File: src/rtl/screen_controller.sv
// Game screen sequencer: start / play / hit pause / level clear / game over, driven by frame ticks and space key.
// Optional SCREEN_BLINK_EN macro enables a 32-tick blink of blink_on on the start and game-over screens.
module screen_controller #(
    parameter int HIT_FRAMES   = 60,
    parameter int CLEAR_FRAMES = 90,
    parameter int OVER_FRAMES  = 120
) (
    input  logic       Clk,
    input  logic       Reset_n,
    input  logic       frame_clk,
    input  logic [7:0] keycode,
    input  logic [5:0] enemies_left,
    input  logic       player_hit,
    input  logic       enemy_landed,
    output logic       start,
    output logic       game_active,
    output logic       game_over,
    output logic       freeze,
    output logic       blink_on,
    output logic       round_reset,
    output logic [1:0] lives,
    output logic [2:0] level
);

    localparam int CNT_MAX_HC = (HIT_FRAMES > CLEAR_FRAMES) ? HIT_FRAMES : CLEAR_FRAMES;
    localparam int CNT_MAX    = (CNT_MAX_HC > OVER_FRAMES) ? CNT_MAX_HC : OVER_FRAMES;
    localparam int CNT_W      = $clog2(CNT_MAX + 1);

    localparam logic [CNT_W-1:0] HIT_LAST   = CNT_W'(HIT_FRAMES - 1);
    localparam logic [CNT_W-1:0] CLEAR_LAST = CNT_W'(CLEAR_FRAMES - 1);
    localparam logic [CNT_W-1:0] OVER_MIN   = CNT_W'(OVER_FRAMES);
    localparam logic [CNT_W-1:0] CNT_TOP    = CNT_W'(CNT_MAX);
    localparam logic [CNT_W-1:0] CNT_ONE    = CNT_W'(1);

    typedef enum logic [2:0] {
        ST_START,
        ST_PLAY,
        ST_HIT_PAUSE,
        ST_LEVEL_CLEAR,
        ST_GAME_OVER
    } state_t;

    state_t           state, state_next;
    logic [CNT_W-1:0] frame_count, count_next;
    logic [1:0]       lives_next;
    logic [2:0]       level_next;
    logic             round_reset_next;

    logic frame_sync1, frame_sync2, frame_prev;
    logic key_prev;
    logic frame_tick, is_space, key_press;

    // frame_clk comes from the VGA domain, so it is double-flopped before edge detection
    always_ff @(posedge Clk) begin
        if (!Reset_n) begin
            frame_sync1 <= 1'b0;
            frame_sync2 <= 1'b0;
            frame_prev  <= 1'b0;
            key_prev    <= 1'b0;
        end else begin
            frame_sync1 <= frame_clk;
            frame_sync2 <= frame_sync1;
            frame_prev  <= frame_sync2;
            key_prev    <= is_space;
        end
    end

    assign frame_tick = frame_sync2 & ~frame_prev;
    assign is_space   = (keycode == 8'h2C);
    assign key_press  = is_space & ~key_prev;

    always_comb begin
        state_next       = state;
        lives_next       = lives;
        level_next       = level;
        round_reset_next = 1'b0;
        case (state)
            ST_START: begin
                if (key_press) begin
                    lives_next       = 2'd3;
                    level_next       = 3'd0;
                    round_reset_next = 1'b1;
                    state_next       = ST_PLAY;
                end
            end
            ST_PLAY: begin
                if (enemy_landed) begin
                    state_next = ST_GAME_OVER;
                end else if (player_hit && lives <= 2'd1) begin
                    lives_next = 2'd0;
                    state_next = ST_GAME_OVER;
                end else if (player_hit) begin
                    lives_next = lives - 2'd1;
                    state_next = ST_HIT_PAUSE;
                end else if (enemies_left == 6'd0) begin
                    state_next = ST_LEVEL_CLEAR;
                end
            end
            ST_HIT_PAUSE: begin
                if (frame_tick && frame_count == HIT_LAST) begin
                    state_next = ST_PLAY;
                end
            end
            ST_LEVEL_CLEAR: begin
                if (frame_tick && frame_count == CLEAR_LAST) begin
                    level_next       = (level == 3'd7) ? level : level + 3'd1;
                    round_reset_next = 1'b1;
                    state_next       = ST_PLAY;
                end
            end
            ST_GAME_OVER: begin
                // uses the count from before this cycle's tick, so a key on the final tick is too early
                if (key_press && frame_count >= OVER_MIN) begin
                    state_next = ST_START;
                end
            end
            default: state_next = ST_START;
        endcase

        if (state_next != state) begin
            count_next = '0;
        end else if (frame_tick && frame_count != CNT_TOP) begin
            count_next = frame_count + CNT_ONE;
        end else begin
            count_next = frame_count;
        end
    end

    always_ff @(posedge Clk) begin
        if (!Reset_n) begin
            state       <= ST_START;
            frame_count <= '0;
            lives       <= 2'd3;
            level       <= 3'd0;
            round_reset <= 1'b0;
            start       <= 1'b1;
            game_active <= 1'b0;
            freeze      <= 1'b0;
            game_over   <= 1'b0;
        end else begin
            state       <= state_next;
            frame_count <= count_next;
            lives       <= lives_next;
            level       <= level_next;
            round_reset <= round_reset_next;
            start       <= (state_next == ST_START);
            game_active <= (state_next inside {ST_PLAY, ST_HIT_PAUSE, ST_LEVEL_CLEAR});
            freeze      <= (state_next inside {ST_HIT_PAUSE, ST_LEVEL_CLEAR});
            game_over   <= (state_next == ST_GAME_OVER);
        end
    end

`ifdef SCREEN_BLINK_EN
    logic [4:0] blink_count;

    // blink restarts high on every entry into a title screen and is held high elsewhere
    always_ff @(posedge Clk) begin
        if (!Reset_n) begin
            blink_count <= 5'd0;
            blink_on    <= 1'b1;
        end else if (state_next != state || !(state_next inside {ST_START, ST_GAME_OVER})) begin
            blink_count <= 5'd0;
            blink_on    <= 1'b1;
        end else if (frame_tick) begin
            blink_count <= blink_count + 5'd1;
            if (blink_count == 5'd31) begin
                blink_on <= ~blink_on;
            end
        end
    end
`else
    assign blink_on = 1'b1;
`endif

endmodule

File: config.mk
export PLATFORM = sky130hd
export DESIGN_NAME = screen_controller
export DESIGN_NICKNAME = d
export VERILOG_FILES = /design/src/rtl/screen_controller.sv
export SDC_FILE = /design/constraint.sdc
export NUM_CORES = 1
export LEC_CHECK = 0
export ABC_AREA = 1
export CAP_MARGIN = 20
export CORE_MARGIN = 3
export CORE_UTILIZATION = 45
export DETAILED_ROUTE_END_ITERATION = 12
export PLACE_DENSITY = 0.81
export SLEW_MARGIN = 10
export SYNTH_ARGS = -nofsm -noshare
export SYNTH_HDL_FRONTEND = slang
export SYNTH_SLANG_ARGS = --single-unit
export TNS_END_PERCENT = 100
File: constraint.sdc
create_clock -name Clk -period 1.35 [get_ports Clk]
set_input_delay 0.405 -clock Clk [delete_from_list [all_inputs] [get_ports Clk]]
set_output_delay 0.405 -clock Clk [all_outputs]
set_load 0.03 [all_outputs]
==> flow_metrics.py, run 1 <==
metrics = {
    "status": {
        "status": "finished, violations left",
        "violations": "setup timing",
    },
    "power_and_ir_drop": {
        "power_dens_cells_nw_per_um2": 595,
        "p_sw_mw": 0.303,
        "seq_power_share_pct": 54.6,
        "report.power.total_mw": 1.31,
        "clkPwrFrac_pct": 34.4,
        "p_sw_share_pct": 23.1,
        "ir_drop_mv": 0.992,
        "internal_power_mw": 1.01,
        "combPwrFrac_pct": 11.0,
        "total_leakage_power_nw": 0.963,
    },
    "placed_design": {
        "routability_congestion_estimate": 0.895,
        "postPlaceCellArea_um2": 1860,
        "place_inst": 276,
        "pre_cts_ws_ns": -0.553,
        "detailed_place_hpwl_um": 2430,
        "io_buffers": 28,
    },
    "clock_network": {
        "max-clock-path-buffers": 2,
        "clock_insertion_delay_worst_skew_ns": 0.31,
        "ctsRootBufferMaster": "sky130_fd_sc_hd__clkbuf_4",
        "cts-buffers-inserted": 3,
        "clk_pin_slew_worst_paths_ns": 0.14,
        "cts.htree.levels": 1,
        "tritoncts_clock_tree": "yes",
        "clock_sink_count": 24,
    },
    "logic_synthesis": {
        "synth.ff_latch_count": 24,
        "syn_area_um2": 1370,
        "post-synth-top-area-cell": "sky130_fd_sc_hd__dfxtp_1",
        "yosysWarningCount": 0,
        "synth_top_area_share_pct": 35.1,
        "yosys-top-cells-area": "sky130_fd_sc_hd__dfxtp_1 (35%), sky130_fd_sc_hd__nand2_1 (11%), sky130_fd_sc_hd__inv_1 (8.2%), sky130_fd_sc_hd__nor2_1 (6.6%), sky130_fd_sc_hd__ha_1 (5.5%)",
        "yosys.cell_count.top_type": "sky130_fd_sc_hd__nand2_1",
        "per_instance_average_area_after_synthesis_um2": 6.94,
        "mapped_nets": 222,
        "synth_edf_count": 0,
        "synth_seq_area_share_pct": 35.1,
        "synthTopCellsByCount": "sky130_fd_sc_hd__nand2_1 (41), sky130_fd_sc_hd__inv_1 (30), sky130_fd_sc_hd__dfxtp_1 (24), sky130_fd_sc_hd__nor2_1 (24), sky130_fd_sc_hd__nand3_1 (14)",
        "synth_cell_type_count": 26,
        "ys_dominant_reg_cell": "sky130_fd_sc_hd__dfxtp_1",
        "synthCells": 197,
        "postSynth.asyncResetShare_pct": 0,
    },
    "job": {
        "max_cap_violations": 0,
    },
    "setup_path": {
        "cp_max_fo": 3,
        "required_time_at_the_worst_slack_endpoint_ns": 1.62,
        "worstSetupEndpoint": "start$_SDFF_PN1_",
        "crit_start": "frame_count[1]$_SDFFE_PP0P_",
        "setup.worst_path.start_class": "register",
        "worst_ep_arrival_ns": 1.76,
        "r2r-end": "start$_SDFF_PN1_",
        "r2r_slack_ns": -0.14,
        "critPathCaptureType": "register",
        "worst_r2r_path_depth": 11,
        "timing.setup.critical_path_class": "register to register",
        "critical_path.reg2reg.startpoint": "frame_count[1]$_SDFFE_PP0P_",
    },
    "grt": {
        "grt_pass1_wl_um": 5700,
        "groute.usage.overall_pct": 20.0,
        "number_of_antenna_violations_at_the_first_check_in_global_routing": 0,
        "largest_net_degree_at_the_start_of_global_routing": 15,
        "grt_pass1_vias": 1348,
        "gr-total-overflow": 0,
    },
    "final_layout": {
        "insertedDiodeCount": 0,
        "syn_to_final_growth_pct": 61.2,
        "drive_above_1_share_pct": 50.4,
        "final_design_area_no_fill_um2": 2200,
        "fin_nets": 284,
        "count_of_non_filler_cells_in_the_finished_layout": 289,
        "final_core_util_pct": 77.9,
    },
    "sta": {
        "max_clock_freq_ghz": 0.672,
        "worst_clock_skew_ns": 0.00301,
        "maxSlewViolCount": 0,
        "finalSetupTns_ns": -1.30,
        "final_critical_path_setup_slack_ns": -0.139,
        "fin_crit_sh_pct": 110,
        "fin_crit_ns": 1.49,
        "hold_viol": 0,
        "setup_viol": 15,
        "rsz_0062_raised_after_global_routing": "yes",
        "fin_worst_hold_slack_ns": 0.425,
    },
    "route": {
        "detail_route.drc_violations": 0,
        "wl_um": 3720,
        "viasPerCell": 5.05,
        "firstDrtPassIters": 4,
        "drt-wirelength-per-cell_um": 12.9,
        "antenna_left": 0,
        "detailedRoute.firstIterationViolations": 56,
        "detailroute.via_count": 1460,
    },
    "die": {
        "die_w_um": 61.1,
        "core.rowCount": 19,
        "design.die.area_um2": 3740,
        "core_region_area_um2": 2830,
        "die_height_um": 61.1,
        "start_util_pct": 48.3,
        "design.portCount": 30,
    },
    "worst_hold_path": {
        "hold_start": "frame_sync1$_SDFF_PN0_",
        "worst_hold_path_type": "register to register",
    },
}
## power groups by stage
| stage | Sequential, mW | Clock, mW | Combinational (mW) |
|---|---|---|---|
| detailed placement | 0.731 | 0 | 0.138 |
| finish | 0.716 | 0.452 | 0.145 |
| global route | 0.717 | 0.493 | 0.159 |
| CTS | 0.715 | 0.454 | 0.129 |
| floorplan | 0.732 | 0 | 0.0573 |
| global placement | 0.731 | 0 | 0.135 |
## cells by family after synthesis
family                   Yosys count  share of synthesized area [%]
AND/OR/NAND/NOR                  106                           36.6
buffers and inverters             36                           10.7
flip-flops                        24                           35.1
AO/OA/AOI/OAI                     18                           7.96
XOR/XNOR                           6                           3.84
adder cells (fa/ha/maj)            6                           5.49
other                              1                          0.274
## worst min path at each step
stage                                  end  cells past startpoint
floorplan           frame_sync2$_SDFF_PN0_                      2
global placement    frame_sync2$_SDFF_PN0_                      2
detailed placement  frame_sync2$_SDFF_PN0_                      2
CTS                 frame_sync2$_SDFF_PN0_                      2
global route        frame_sync2$_SDFF_PN0_                      2
finish              frame_sync2$_SDFF_PN0_                      2
## sequential cells by signal, summed over array words and instances, names as in the netlist
signal	flops
frame_count	7
frame_prev	1
frame_sync1	1
frame_sync2	1
freeze	1
game_active	1
game_over	1
key_prev	1
level	3
lives	2
round_reset	1
start	1
state	3
## routing by layer
metal | part of all wire, % | routed length, µm | vias to the layer above | global-route usage (%)
met5 | 0 | 0 | - | 0
met2 | 51 | 1910 | 37 | 35.5
met3 | 4.3 | 159 | 4 | 4.82
met4 | 0.70 | 26 | 0 | 2.79
li1 | - | - | 741 | -
met1 | 44 | 1620 | 678 | 25.1
## cell usage in the layout, fill, tap and decap left out, types with 2 or more instances in the layout
cell / netlist / routed
sky130_fd_sc_hd__nor3_2: 3 / 8
sky130_fd_sc_hd__nor2_2: 2 / 8
sky130_fd_sc_hd__dfxtp_2: 0 / 7
sky130_fd_sc_hd__a21oi_1: 9 / 3
sky130_fd_sc_hd__buf_6: 0 / 7
sky130_fd_sc_hd__dlygate4sd2_1: 0 / 15
sky130_fd_sc_hd__nand2_4: 0 / 2
sky130_fd_sc_hd__nand2_2: 8 / 19
sky130_fd_sc_hd__inv_1: 30 / 24
sky130_fd_sc_hd__o21ai_2: 1 / 2
sky130_fd_sc_hd__nor3_1: 8 / 3
sky130_fd_sc_hd__buf_4: 3 / 35
sky130_fd_sc_hd__xor2_1: 4 / 4
sky130_fd_sc_hd__dfxtp_4: 0 / 4
sky130_fd_sc_hd__ha_1: 6 / 2
sky130_fd_sc_hd__nand2_1: 41 / 28
sky130_fd_sc_hd__nor2_4: 1 / 4
sky130_fd_sc_hd__nor2_1: 24 / 15
sky130_fd_sc_hd__ha_4: 0 / 4
sky130_fd_sc_hd__a21oi_2: 0 / 6
sky130_fd_sc_hd__dfxtp_1: 24 / 13
sky130_fd_sc_hd__xnor2_1: 2 / 2
sky130_fd_sc_hd__clkbuf_4: 0 / 3
sky130_fd_sc_hd__o2111ai_1: 2 / 2
sky130_fd_sc_hd__nand3_1: 14 / 8
sky130_fd_sc_hd__o21ai_1: 2 / 2
sky130_fd_sc_hd__inv_2: 3 / 6
sky130_fd_sc_hd__inv_4: 0 / 3
sky130_fd_sc_hd__nand3_2: 2 / 7
sky130_fd_sc_hd__clkdlybuf4s50_1: 0 / 3
## cell type report
type / instances / area [µm²]
multi-input cells: 137 / 980
fillers: 198 / 624
flip-flops and latches: 24 / 504
repair buffers: 60 / 503
inverters: 33 / 131
clock buffers: 4 / 47.5
well taps: 31 / 38.8
## worst max-delay path, stage by stage, from the launching register on
cell	delay [ns]
sky130_fd_sc_hd__dfxtp_4	0.39
sky130_fd_sc_hd__inv_4	0.08
sky130_fd_sc_hd__ha_4	0.13
sky130_fd_sc_hd__nand2_1	0.05
sky130_fd_sc_hd__nor2_1	0.10
sky130_fd_sc_hd__nand2_1	0.09
sky130_fd_sc_hd__nand2_2	0.10
sky130_fd_sc_hd__nand3_2	0.09
sky130_fd_sc_hd__nand2_2	0.08
sky130_fd_sc_hd__inv_2	0.04
sky130_fd_sc_hd__or2_4	0.24
sky130_fd_sc_hd__nor2_2	0.06
## timing repair
action	CTS	global route
pin swaps	22	13
resized for setup	43	45
hold buffers	0	0
gates cloned	0	0
setup endpoints to repair	17	18
buffers inserted	3	6
Power figures use the tool's default switching activity.
==> inputs of run 2 (changes only) <==
CORE_UTILIZATION = 50   (was 45)
PLACE_DENSITY = 0.85   (was 0.81)
clock period = 1.7 ns   (was 1.35 ns; I/O delays follow)
==> run 2 against run 1 <==
  * The run now ends clean
  * Via count shrank 8.2%
  * Register-to-register slack gained 0.27 ns
  * Final cell count shrank 6.9%
  * Core utilization shrank 5.5 points
  * Wire length shrank 21%
  * Setup slack gained 0.17 ns
  * Clock power shrank 47%
  * Flip-flop and latch count is the same
  * Sequential share of layout area grew 3.2 points
==> flow_metrics.py, run 2 (same netlist as run 1, synthesis figures left out) <==
metrics = {
    "grt": {
        "busiest_metal_layer_after_global_routing": "met2",
        "grt_pass1_vias": 1222,
        "grt_pass1_wl_um": 4820,
        "number_of_antenna_violations_at_the_first_check_in_global_routing": 0,
        "largest_net_degree_at_the_start_of_global_routing": 13,
        "grt.met3_usage_pct": 2.63,
        "met2_global_route_usage_pct": 32.4,
        "use_met1_pct": 20.6,
        "groute.usage.overall_pct": 17.9,
        "gr-total-overflow": 0,
    },
    "route": {
        "firstDrtPassIters": 4,
        "wl_um": 2960,
        "drt-wirelength-per-cell_um": 11.0,
        "viasPerCell": 4.99,
        "detailedRoute.firstIterationViolations": 20,
        "detail_route.drc_violations": 0,
        "antenna_left": 0,
        "detailroute.via_count": 1341,
    },
    "clock_network": {
        "clock_sink_count": 24,
        "ctsRootBufferMaster": "sky130_fd_sc_hd__clkbuf_4",
        "clk_pin_slew_worst_paths_ns": 0.12,
        "clock_insertion_delay_worst_skew_ns": 0.30,
        "cts_post_setup_buffers_inserted": 0,
        "max-clock-path-buffers": 2,
        "cts.htree.levels": 1,
        "tritoncts_clock_tree": "yes",
        "cts-buffers-inserted": 3,
    },
    "power_and_ir_drop": {
        "ir_drop_mv": 0.409,
        "total_leakage_power_nw": 0.831,
        "power_dens_cells_nw_per_um2": 497,
    },
    "setup_path": {
        "setup.worst_path.start_class": "input pin",
        "cp_max_fo": 7,
        "worst_ep_arrival_ns": 1.87,
        "timing.setup.critical_path_class": "input pin to register",
        "required_time_at_the_worst_slack_endpoint_ns": 1.91,
        "critPathCaptureType": "register",
    },
    "final_layout": {
        "max_flop_register": "frame_count",
        "fillCellCount": 197,
        "layout_commonest_cell": "sky130_fd_sc_hd__nand2_1",
        "insertedDiodeCount": 0,
        "ff_latch_area_um2": 480,
        "most-common-layout-cells": "sky130_fd_sc_hd__nand2_1 (41), sky130_fd_sc_hd__inv_1 (30), sky130_fd_sc_hd__dfxtp_1 (24)",
        "syn_to_final_growth_pct": 34.8,
        "largest_register_ff_count": 7,
        "largest_registers": "frame_count x7, level x3, state x3",
        "multi_input_comb_area_um2": 803,
        "fin_nets": 266,
        "drive_above_1_share_pct": 20.1,
        "final_core_util_pct": 72.4,
    },
    "sta": {
        "fin_worst_hold_slack_ns": 0.437,
        "rsz_0062_raised_after_global_routing": "yes",
        "fin_crit_sh_pct": 98.1,
        "fin_crit_ns": 1.67,
        "maxSlewViolCount": 0,
        "setup_viol": 0,
        "max_clock_freq_ghz": 0.600,
        "hold_viol": 0,
        "final_critical_path_setup_slack_ns": 0.0326,
        "worst_clock_skew_ns": 0.000604,
    },
    "die": {
        "design.portCount": 30,
        "design.die.area_um2": 3400,
        "start_util_pct": 53.7,
        "die_height_um": 58.3,
        "die_w_um": 58.3,
        "core_region_area_um2": 2540,
        "core.rowCount": 18,
    },
    "placed_design": {
        "routability_congestion_estimate": 0.811,
        "io_buffers": 28,
        "pre_cts_ws_ns": -0.316,
        "detailed_place_hpwl_um": 2330,
    },
    "worst_hold_path": {
        "worst_hold_path_type": "register to register",
    },
    "status": {
        "status": "finished clean",
    },
    "job": {
        "max_cap_violations": 0,
    },
}
run 2: cell types whose count changed in the layout (fill, tap and decap cells not counted), moves of 6 or more:
cell,delta
sky130_fd_sc_hd__buf_4,-21
sky130_fd_sc_hd__clkdlybuf4s50_1,+14
sky130_fd_sc_hd__nand2_1,+13
sky130_fd_sc_hd__nand2_2,-12
sky130_fd_sc_hd__dfxtp_1,+11
sky130_fd_sc_hd__nor2_1,+8
sky130_fd_sc_hd__buf_6,-7
sky130_fd_sc_hd__dfxtp_2,-7
sky130_fd_sc_hd__inv_1,+6
sky130_fd_sc_hd__nor2_2,-6
run 2: final timing paths:
kind,startpoint,end,slack [ns],cells past startpoint
setup / recovery,keycode[1],frame_count[6]$_SDFFE_PP0P_,0.03,9
hold / removal,frame_sync1$_SDFF_PN0_,frame_sync2$_SDFF_PN0_,0.44,2
setup reg to reg,lives[1]$_SDFFE_PN1P_,frame_count[6]$_SDFFE_PP0P_,0.13,11
hold reg to reg,frame_sync1$_SDFF_PN0_,frame_sync2$_SDFF_PN0_,0.44,2
run 2: metal layers:
layer  vias to the layer above  routed length, µm  share of wire [%]
met3                         7                105                3.6
met1                       606               1330                 45
met5                         -                  0                  0
met4                         0                 51                1.7
met2                        27               1470                 50
li1                        701                  -                  -
run 2: area by class of cell:
type / instances / share of cell area (%)
clock buffer: 3 / 1.22
inverter: 33 / 6.72
multi-input combinational: 137 / 43.6
sequential: 24 / 26.1
tap: 30 / 2.04
timing repair buffer: 42 / 20.4
run 2: repair_timing:
item,in CTS,in global routing
hold buffers,0,0
endpoints found under the setup margin,12,12
gates cloned,0,0
pin swaps,0,3
gates resized for setup,11,14
run 2: metrics by stage:
step                power [mW]  area (µm²)  setup TNS (ns)  std cells
floorplan                0.627        1370               0        197
global placement         0.685        1770           -3.83        266
detailed placement       0.687        1770           -4.19        266
CTS                      0.918        1780               0        269
global route             0.958        1840          -0.225        269
finish                   0.916        1840               0        269
run 2: report_power, final:
part           internal (mW)  switching, mW  total, mW
clock network         0.0827          0.156      0.239
registers              0.567        0.00390      0.571
logic                 0.0600         0.0464      0.106
run 2: critical path, stage by stage:
cell,delay (ns)
sky130_fd_sc_hd__clkdlybuf4s50_1,0.40
sky130_fd_sc_hd__nor2_1,0.12
sky130_fd_sc_hd__nand3_2,0.12
sky130_fd_sc_hd__nor2_4,0.16
sky130_fd_sc_hd__nand3_1,0.10
sky130_fd_sc_hd__nand3b_1,0.16
sky130_fd_sc_hd__nand2_1,0.11
sky130_fd_sc_hd__nand2_4,0.14
sky130_fd_sc_hd__nor3_1,0.06
